File: src/rtl/eq_gain_sched_if.sv
// Coefficient-RAM write bus between eq_gain_sched and the double-buffered
// coefficient RAM, plus the active-bank select read by the EQ datapath.
interface eq_gain_sched_if #(
  parameter int CHAN_BITS = 10,
  parameter int GAIN_BITS = 16
);
  logic                 coef_we;
  logic                 coef_wbank;
  logic [CHAN_BITS-1:0] coef_addr;
  logic [GAIN_BITS-1:0] coef_data;
  logic                 coef_bank;

  modport master (
    output coef_we,
    output coef_wbank,
    output coef_addr,
    output coef_data,
    output coef_bank
  );

  modport slave (
    input coef_we,
    input coef_wbank,
    input coef_addr,
    input coef_data,
    input coef_bank
  );
endinterface

File: src/rtl/eq_gain_sched.sv
// EQ gain scheduler: software gain commands -> shadow-bank writes, bank swap on sync, replay.
// Optional status counters are built when EQ_GAIN_SCHED_STATUS_EN is defined.
module eq_gain_sched #(
  parameter int CHAN_BITS  = 10,
  parameter int GAIN_BITS  = 16,
  parameter int FIFO_DEPTH = 4
) (
  input  logic        user_clk,
  input  logic        user_rst_n,
  input  logic [31:0] cfg_word,
  input  logic        sync_in,
  output logic        busy,
  output logic [31:0] status_word,
  eq_gain_sched_if.master coef
);

  localparam int PTR_BITS = $clog2(FIFO_DEPTH);
  localparam int CMD_BITS = 1 + CHAN_BITS + GAIN_BITS;
  localparam logic [PTR_BITS:0] FULL_LVL = FIFO_DEPTH[PTR_BITS:0];

  typedef enum logic [2:0] {
    ST_IDLE = 3'd0,
    ST_WR_A = 3'd1,
    ST_ARM  = 3'd2,
    ST_SWAP = 3'd3,
    ST_WR_B = 3'd4
  } state_e;

  state_e               state_q, state_d;
  logic                 init_q, init_d;
  logic                 last_tog_q, last_tog_d;
  logic [31:0]          prev_word_q, prev_word_d;
  logic [CMD_BITS-1:0]  fifo_mem_q [FIFO_DEPTH];
  logic [CMD_BITS-1:0]  fifo_mem_d [FIFO_DEPTH];
  logic [PTR_BITS:0]    wr_ptr_q, wr_ptr_d;
  logic [PTR_BITS:0]    rd_ptr_q, rd_ptr_d;
  logic [CMD_BITS-1:0]  cur_q, cur_d;
  logic [CHAN_BITS-1:0] cnt_q, cnt_d;
  logic                 bank_q, bank_d;
  logic                 we_q, we_d;
  logic [CHAN_BITS-1:0] addr_q, addr_d;
  logic [GAIN_BITS-1:0] data_q, data_d;

  logic                 cmd_valid;
  logic                 push;
  logic                 pop;
  logic [PTR_BITS:0]    fifo_level;
  logic                 fifo_empty;
  logic                 fifo_full;
  logic                 cur_bcast;
  logic [CHAN_BITS-1:0] cur_chan;
  logic [GAIN_BITS-1:0] cur_gain;
  logic [CHAN_BITS-1:0] wr_addr;
  logic                 last_write;

  // A command must be stable for two cycles and carry a new toggle value.
  assign cmd_valid  = !init_q && (cfg_word == prev_word_q) && (cfg_word[31] != last_tog_q);
  assign fifo_level = wr_ptr_q - rd_ptr_q;
  assign fifo_empty = (fifo_level == '0);
  assign fifo_full  = (fifo_level == FULL_LVL);
  assign push       = cmd_valid && !fifo_full;

  assign cur_bcast  = cur_q[CMD_BITS-1];
  assign cur_chan   = cur_q[GAIN_BITS +: CHAN_BITS];
  assign cur_gain   = cur_q[GAIN_BITS-1:0];
  assign wr_addr    = cur_bcast ? cnt_q : cur_chan;
  assign last_write = !cur_bcast || (cnt_q == {CHAN_BITS{1'b1}});

  always_comb begin
    init_d      = 1'b0;
    prev_word_d = cfg_word;
    last_tog_d  = last_tog_q;
    if (init_q || cmd_valid) begin
      last_tog_d = cfg_word[31];
    end

    fifo_mem_d = fifo_mem_q;
    wr_ptr_d   = wr_ptr_q;
    if (push) begin
      fifo_mem_d[wr_ptr_q[PTR_BITS-1:0]] = {cfg_word[30], cfg_word[20 +: CHAN_BITS],
                                            cfg_word[GAIN_BITS-1:0]};
      wr_ptr_d = wr_ptr_q + {{PTR_BITS{1'b0}}, 1'b1};
    end
    rd_ptr_d = rd_ptr_q + {{PTR_BITS{1'b0}}, pop};
  end

  // Outputs are registered, so each write appears one cycle after its FSM state.
  always_comb begin
    state_d = state_q;
    cur_d   = cur_q;
    cnt_d   = cnt_q;
    bank_d  = bank_q;
    we_d    = 1'b0;
    addr_d  = addr_q;
    data_d  = data_q;
    pop     = 1'b0;
    case (state_q)
      ST_IDLE: begin
        if (!fifo_empty) begin
          pop     = 1'b1;
          cur_d   = fifo_mem_q[rd_ptr_q[PTR_BITS-1:0]];
          cnt_d   = '0;
          state_d = ST_WR_A;
        end
      end
      ST_WR_A, ST_WR_B: begin
        we_d   = 1'b1;
        addr_d = wr_addr;
        data_d = cur_gain;
        if (last_write) begin
          cnt_d   = '0;
          state_d = (state_q == ST_WR_A) ? ST_ARM : ST_IDLE;
        end else begin
          cnt_d = cnt_q + {{(CHAN_BITS-1){1'b0}}, 1'b1};
        end
      end
      ST_ARM: begin
        if (sync_in) begin
          bank_d  = ~bank_q;
          state_d = ST_SWAP;
        end
      end
      ST_SWAP: begin
        cnt_d   = '0;
        state_d = ST_WR_B;
      end
      default: state_d = ST_IDLE;
    endcase
  end

  always_ff @(posedge user_clk or negedge user_rst_n) begin
    if (!user_rst_n) begin
      state_q     <= ST_IDLE;
      init_q      <= 1'b1;
      last_tog_q  <= 1'b0;
      prev_word_q <= '0;
      for (int i = 0; i < FIFO_DEPTH; i++) begin
        fifo_mem_q[i] <= '0;
      end
      wr_ptr_q    <= '0;
      rd_ptr_q    <= '0;
      cur_q       <= '0;
      cnt_q       <= '0;
      bank_q      <= 1'b0;
      we_q        <= 1'b0;
      addr_q      <= '0;
      data_q      <= '0;
    end else begin
      state_q     <= state_d;
      init_q      <= init_d;
      last_tog_q  <= last_tog_d;
      prev_word_q <= prev_word_d;
      fifo_mem_q  <= fifo_mem_d;
      wr_ptr_q    <= wr_ptr_d;
      rd_ptr_q    <= rd_ptr_d;
      cur_q       <= cur_d;
      cnt_q       <= cnt_d;
      bank_q      <= bank_d;
      we_q        <= we_d;
      addr_q      <= addr_d;
      data_q      <= data_d;
    end
  end

  assign coef.coef_we    = we_q;
  assign coef.coef_wbank = ~bank_q;
  assign coef.coef_addr  = addr_q;
  assign coef.coef_data  = data_q;
  assign coef.coef_bank  = bank_q;
  assign busy            = (state_q != ST_IDLE) || !fifo_empty;

`ifdef EQ_GAIN_SCHED_STATUS_EN
  logic [7:0]  ovf_cnt_q, ovf_cnt_d;
  logic [15:0] swap_cnt_q, swap_cnt_d;
  logic [3:0]  fifo_level_w;

  always_comb begin
    ovf_cnt_d  = ovf_cnt_q;
    swap_cnt_d = swap_cnt_q;
    if (cmd_valid && fifo_full && (ovf_cnt_q != 8'hFF)) begin
      ovf_cnt_d = ovf_cnt_q + 8'd1;
    end
    if ((state_q == ST_ARM) && sync_in) begin
      swap_cnt_d = swap_cnt_q + 16'd1;
    end
  end

  always_ff @(posedge user_clk or negedge user_rst_n) begin
    if (!user_rst_n) begin
      ovf_cnt_q  <= '0;
      swap_cnt_q <= '0;
    end else begin
      ovf_cnt_q  <= ovf_cnt_d;
      swap_cnt_q <= swap_cnt_d;
    end
  end

  assign fifo_level_w = 4'(fifo_level);
  assign status_word  = {busy, state_q, fifo_level_w, ovf_cnt_q, swap_cnt_q};
`else
  assign status_word = 32'd0;
`endif

endmodule
File: src/flat_wrapper.sv
// flat-port wrapper written by rule: the top's interface ports become plain ports
module eq_gain_sched_flat 
#(
  parameter int CHAN_BITS  = 10,
  parameter int GAIN_BITS  = 16,
  parameter int FIFO_DEPTH = 4
)
  (user_clk, user_rst_n, cfg_word, sync_in, busy, status_word, coef_coef_we, coef_coef_wbank, coef_coef_addr, coef_coef_data, coef_coef_bank);
  eq_gain_sched_if #(.CHAN_BITS(CHAN_BITS), .GAIN_BITS(GAIN_BITS)) coef_i ();
  input  logic user_clk;
  input  logic user_rst_n;
  input  logic [31:0] cfg_word;
  input  logic sync_in;
  output logic busy;
  output logic [31:0] status_word;
  output wire logic [$bits(coef_i.coef_we)-1:0] coef_coef_we;
  output wire logic [$bits(coef_i.coef_wbank)-1:0] coef_coef_wbank;
  output wire logic [$bits(coef_i.coef_addr)-1:0] coef_coef_addr;
  output wire logic [$bits(coef_i.coef_data)-1:0] coef_coef_data;
  output wire logic [$bits(coef_i.coef_bank)-1:0] coef_coef_bank;
  assign coef_coef_we = coef_i.coef_we;
  assign coef_coef_wbank = coef_i.coef_wbank;
  assign coef_coef_addr = coef_i.coef_addr;
  assign coef_coef_data = coef_i.coef_data;
  assign coef_coef_bank = coef_i.coef_bank;
  eq_gain_sched #(.CHAN_BITS(CHAN_BITS), .GAIN_BITS(GAIN_BITS), .FIFO_DEPTH(FIFO_DEPTH)) u_core (.user_clk(user_clk), .user_rst_n(user_rst_n), .cfg_word(cfg_word), .sync_in(sync_in), .busy(busy), .status_word(status_word), .coef(coef_i));
endmodule
File: config.mk
export PLATFORM = sky130hd
export DESIGN_NAME = eq_gain_sched_flat
export DESIGN_NICKNAME = d
export VERILOG_FILES = /design/src/rtl/eq_gain_sched_if.sv /design/src/rtl/eq_gain_sched.sv /design/src/flat_wrapper.sv
export SDC_FILE = /design/constraint.sdc
export NUM_CORES = 1
export LEC_CHECK = 0
export CORE_MARGIN = 2
export CORE_UTILIZATION = 53
export CTS_BUF_LIST = sky130_fd_sc_hd__clkbuf_2
export CTS_CLUSTER_DIAMETER = 150
export DETAILED_ROUTE_END_ITERATION = 6
export GPL_TIMING_DRIVEN = 0
export PLACE_DENSITY = 0.89
export SYNTH_ARGS = -nofsm -noshare
export SYNTH_HDL_FRONTEND = slang
export SYNTH_SLANG_ARGS = --single-unit
File: constraint.sdc
create_clock -name user_clk -period 3.1 [get_ports user_clk]
set_input_delay 0.465 -clock user_clk [delete_from_list [all_inputs] [get_ports user_clk]]
set_output_delay 0.465 -clock user_clk [all_outputs]
set_load 0.01 [all_outputs]
After elaboration in Yosys (flattened, before gate mapping)
Index checks and enable logic that the tools add are counted.
{"block": "op_classes", "addsub": 4, "magnitude_cmp": 3, "n_eq_ne": 11, "mux": 18, "n_bitwise": 4, "reduce_logical": 20}
{"op": "$bwmux 108", "n": 1}
{"op": "$mux 27", "n": 3}
{"op": "$bmux 27 s2", "n": 1}
{"op": "$demux 27 s2", "n": 1}
{"op": "$eq 32x32->1", "n": 1}
{"op": "$mux 10", "n": 3}
{"op": "$pmux 10 s3", "n": 1}
{"op": "$pmux 3 s4", "n": 1}
{"op": "$add 10x1->10 const B", "n": 1}
{"op": "$eq 10x10->1 const B", "n": 1}
{"op": "$mux 3", "n": 3}
{"op": "$eq 3x2->1 const B", "n": 2}
{"op": "$eq 3x3->1 const B", "n": 2}
{"op": "$ge 3x3->1 const B", "n": 2}
{"op": "$logic_not 3->1", "n": 2}
{"op": "$not 2->3", "n": 2}
{"op": "$reduce_and 2->1", "n": 3}
{"op": "$reduce_bool 3->1", "n": 2}
{"op": "$logic_and 1x1->1", "n": 4}
{"op": "$logic_not 1->1", "n": 4}
{"op": "$ne 2x2->1 const B", "n": 2}
{"op": "$add 3x1->3", "n": 1}
{"op": "$add 3x1->3 const B", "n": 1}
{"op": "$eq 3x1->1 const B", "n": 1}
{"op": "other kinds (10)", "n": 15}
{"block": "totals", "ff_bits": 216, "inputBits": 35}

Longest topological paths before layout
{"block": "logic_depth", "ltp_word": 6, "ltp_mapped": 14}

Worst setup path before layout
No wires, ideal clock.
{"block": "synth_path", "kind": "flip-flop to flip-flop", "start": "register u_core.rd_ptr_q[1]", "end": "register u_core.rd_ptr_q[2]", "setup_ps": 123, "arrival_time_ps": 3048, "t_required_ps": 2977, "path_slack_ps": -70, "stages_incl_launch_ff": 15, "n_path_buf": 4, "path_cell_list": "dfrtp_1 > clkbuf_1 > clkbuf_1 > inv_1 > ha_1 > nor2b_1 > xnor2_1 > nor2_1 > or4_1 > clkbuf_1 > clkbuf_1 > inv_1 > ha_1 > ha_1 > xor2_1"}
{"block": "synth_between", "elab_chain_len": 5}
{"item": "start: declaration", "line_no": "eq_gain_sched.sv:36", "source": "logic [PTR_BITS:0] rd_ptr_q, rd_ptr_d;"}
{"item": "start signal: assignment", "line_no": "eq_gain_sched.sv:155", "source": "rd_ptr_q <= rd_ptr_d;"}
{"item": "$sub 3x3->3", "line_no": "eq_gain_sched.sv:58", "source": "assign fifo_level = wr_ptr_q - rd_ptr_q;"}
{"item": "$logic_not 3->1", "line_no": "eq_gain_sched.sv:59", "source": "assign fifo_empty = (fifo_level == '0);"}
{"item": "$mux 1", "line_no": "eq_gain_sched.sv:99", "source": "if (!fifo_empty) begin"}
{"item": "$mux 1", "line_no": "eq_gain_sched.sv:97", "source": "case (state_q)"}
{"item": "named net u_core.pop", "line_no": "eq_gain_sched.sv:46", "source": "logic pop;"}
{"item": "$add 3x1->3", "line_no": "eq_gain_sched.sv:84", "source": "rd_ptr_d = rd_ptr_q + {{PTR_BITS{1'b0}}, pop};"}
{"item": "named net u_core.rd_ptr_d[2]", "line_no": "eq_gain_sched.sv:36"}
The timed path passes the listed nets, and every way through them passes these cells.
A chain may end at the register's enable or synchronous reset.

Worst setup path after layout
Ends and elaborated chain as after synthesis.

==> impl_metrics.csv <==
group,metric,value,unit
run_status,outcome,"complete, no violations",
floorplanning,die_height,137,um
sta,post-route-period-util,94.9,%
finish,final_area,11000,um^2
yosys,yosysWarnings,0,
power_and_ir_drop,p_per_area,450,nW/um^2
finish,seqCellArea,5410,um^2
drt,drcViolationCount,0,
place,postPlaceCellArea,10500,um^2
global_route,grt_max_degree,126,
setup_path,crit_fanout,10,
clock_network,htree_levels,2,
finish,area_delta_synth_final,17.2,%
drt,antenna_left,0,
floorplanning,start_util,54.3,%
place,place_ws,-1050,ps
worst_hold_path,holdPathStages,1,
sta,fin_setup_tns,0,ps
finish,mostFrequentLayoutCell,"dfrtp_1",
floorplanning,pin_count,97,
finish,drive_gt1_share,38.8,%
clock_network,clockBufferDepth,3,
yosys,ys_seq_area_share,57.4,%
yosys,ys_ff_latch,216,
power_and_ir_drop,p_int,3.65,mW
finish,layout_common_cells,"215 x dfrtp_1, 131 x mux2_2, 77 x clkbuf_2, 62 x clkdlybuf4s50_1, 34 x buf_4",
setup_path,endpoint_kind,"flip-flop",
power_and_ir_drop,peakVddDrop,0.269,mV
sta,setup_violations,0,
setup_path,r2r_slack,160,ps
drt,wirelength,18000,um
floorplanning,dieArea,18900,um^2
setup_path,cp.arrival,3660,ps
sta,fin_crit,2940,ps
power_and_ir_drop,seqPwrFrac,57.6,%
drt,vias_per_cell,5.22,
sta,fmax,340,MHz
power_and_ir_drop,fin_total_pwr,4.97,mW
setup_path,cp.required,3820,ps
place,placedCellCount,952,
global_route,overflow,0,
sta,tightest_slew,947,ps
yosys,yosys.area.top_type_share,57.1,%
job,maxCapViolCount,0,
setup_path,cpPeakStageDelay,710,ps
power_and_ir_drop,p_leak,5.48,nW
finish,multi_input_area,3720,um^2
place,gp_congestion,0.809,
power_and_ir_drop,p_switching,1.32,mW
floorplanning,rows,48,
finish,fill_cells,1272,
sta,layout_setup_ws,159,ps
yosys,synthTopCellsByArea,"dfrtp_1 57%, mux2_2 16%, mux4_2 6.5%",
setup_path,cpMaxStageDelayCell,"or4_1",
drt,drt_iter0_drc,352,
finish,num-nets-final,828,
sta,fin_skew,102,ps
global_route,grt_pass1_vias,5797,
global_route,grt_pass1_wl,29600,um
worst_hold_path,hold_end,"u_core.prev_word_q[17]",
worst_hold_path,min_path_type,"in -> reg",
yosys,synth.largest_area_cell,"dfrtp_1",
clock_network,cts_tree,"yes",
place,dpl.hpwl,11900,um
setup_path,timing.rr.start,"u_core.rd_ptr_q[1]",
clock_network,root_buffer,"clkbuf_2",
clock_network,clock-sinks,216,
setup_path,startpoint_type,"flip-flop",
sta,slew_violations,0,
place,port_buffers,64,
yosys,syn_area,9420,um^2
finish,layout.cells.non_filler,1049,
setup_path,r2r-end,"u_core.rd_ptr_q[2]",
clock_network,clk_transition_reported_paths,110,ps
yosys,synth_area_per_cell,14.9,um^2
global_route,grtUsageTotal,20.4,%
drt,dr_total_vias,5474,
yosys,synth_cells,630,
floorplanning,core_area,17400,um^2
sta,holdWs,91.8,ps
sta,hold_viol,0,
clock_network,cts_buffers,53,
drt,dr.pass1.iters,4,
worst_hold_path,min_from,"cfg_word[17]",
setup_path,worstSetupPathType,"reg -> reg",
drt,wl_per_cell,17.2,um
clock_network,clk_latency,860,ps
yosys,yosysUniqueCellTypes,39,
finish,final_util,63.6,%
setup_path,reg2regPathDepth,13,
floorplanning,dieWidth,137,um
power_and_ir_drop,clkPwrFrac,35.9,%
global_route,antenna_found_initial,1,
power_and_ir_drop,pwr-share-comb,6.5,%
setup_path,path_cells,"clkbuf_8 > clkbuf_16 > inv_1 > ha_4 > nor2b_4 > xnor2_2 > nor2_2 > or4_1 > clkbuf_2 > inv_1 > ha_1 > ha_1 > xor2_1",
sta,slew_headroom,35.8,%
power_and_ir_drop,swShare,26.6,%
layer usage:
layer	vias to the layer above	routed length [um]	GRT usage [%]	part of all wire, %
li1	2523	-	-	-
met1	2791	7910	27.2	44
met2	146	9050	33.7	50
met3	14	869	4.53	4.8
met4	0	208	6.30	1.2
met5	-	0	0	0
worst max path at each step:
stage,start,end,slack (ps)
floorplan,u_core.rd_ptr_q[1],u_core.rd_ptr_q[2],0.1
CTS,u_core.rd_ptr_q[1],busy,60
detailed placement,u_core.rd_ptr_q[1],u_core.cur_q[10],-1050
global placement,user_rst_n,u_core.coef.coef_addr[6],-7220
global route,u_core.rd_ptr_q[1],u_core.rd_ptr_q[2],-20
finish,u_core.rd_ptr_q[1],u_core.rd_ptr_q[2],160
power groups by stage:
stage / registers (mW) / logic (mW) / clock network, mW
2_1_floorplan: 2.92 / 0.138 / 0
3_3_place_gp: 2.92 / 0.314 / 0
3_5_place_dp: 2.92 / 0.324 / 0
4_1_cts: 2.86 / 0.326 / 1.84
5_1_grt: 2.87 / 0.361 / 1.99
6_report: 2.86 / 0.322 / 1.79
final cells by class:
type	count	share of cell area, %
Buffer	57	3.88
Timing Repair Buffer	68	6.31
Clock inverter	19	0.748
Antenna cell	1	0.0227
Clock buffer	75	3.40
Inverter	12	0.408
Sequential cell	216	49.0
Multi-Input combinational cell	376	33.7
Tap cell	225	2.55
cells in the mapped netlist:
master	n
nand3b_1	2
mux4_2	27
nand2b_1	1
dfrtp_1	215
o311a_1	1
a311oi_4	1
nand3_4	4
clkbuf_1	12
xor2_1	8
conb_1	1
or4_4	1
nor2_1	22
nand2_1	15
nor4_1	2
buf_1	6
nor3_1	2
inv_1	12
o311ai_1	1
nand4_1	5
or4_1	1
and3_1	4
a222oi_1	1
or3_1	2
buf_4	32
xnor2_1	26
buf_6	8
mux2_2	131
mux2_4	22
mux2i_1	10
a22o_1	2
o22ai_1	2
nand3_1	4
a2111oi_0	1
a21oi_1	15
nor2b_1	3
dfstp_2	1
o21ai_0	17
ha_1	9
a21boi_0	1
state kept, by name, indices dropped and copies added, names as in the netlist, 3 cells and up:
name / count
u_core.fifo_mem_q: 108
u_core.prev_word_q: 32
u_core.cur_q: 27
u_core.coef.coef_data: 16
u_core.cnt_q: 10
u_core.coef.coef_addr: 10
u_core.rd_ptr_q: 3
u_core.state_q: 3
u_core.wr_ptr_q: 3
timing repair:
action	CTS	global route
pin swaps	0	2
buffers inserted	1	1
hold buffers	1	0
cloned	0	0
hold endpoints to repair	91	0
resized for setup	12	3
setup endpoints to repair	145	3
logic make-up after synthesis:
logic type               after synthesis  share of synthesized area, %
buffers and inverters                 70                          4.70
AO/OA/AOI/OAI                         42                          2.78
multiplexers                         190                          26.7
AND/OR/NAND/NOR                       68                          4.03
adder cells (fa/ha/maj)                9                          1.20
other                                  1                        0.0398
XOR/XNOR                              34                          3.16
flip-flops                           216                          57.4
critical path, delay by kind of cell (launching register included):
kind          cells  cell delay, ps
xor+xnor          2             350
fa+ha+maj         3             460
buf+inv           5             840
flops             1             400
simple gates      3             820
(Power assumes the default switching activity.)
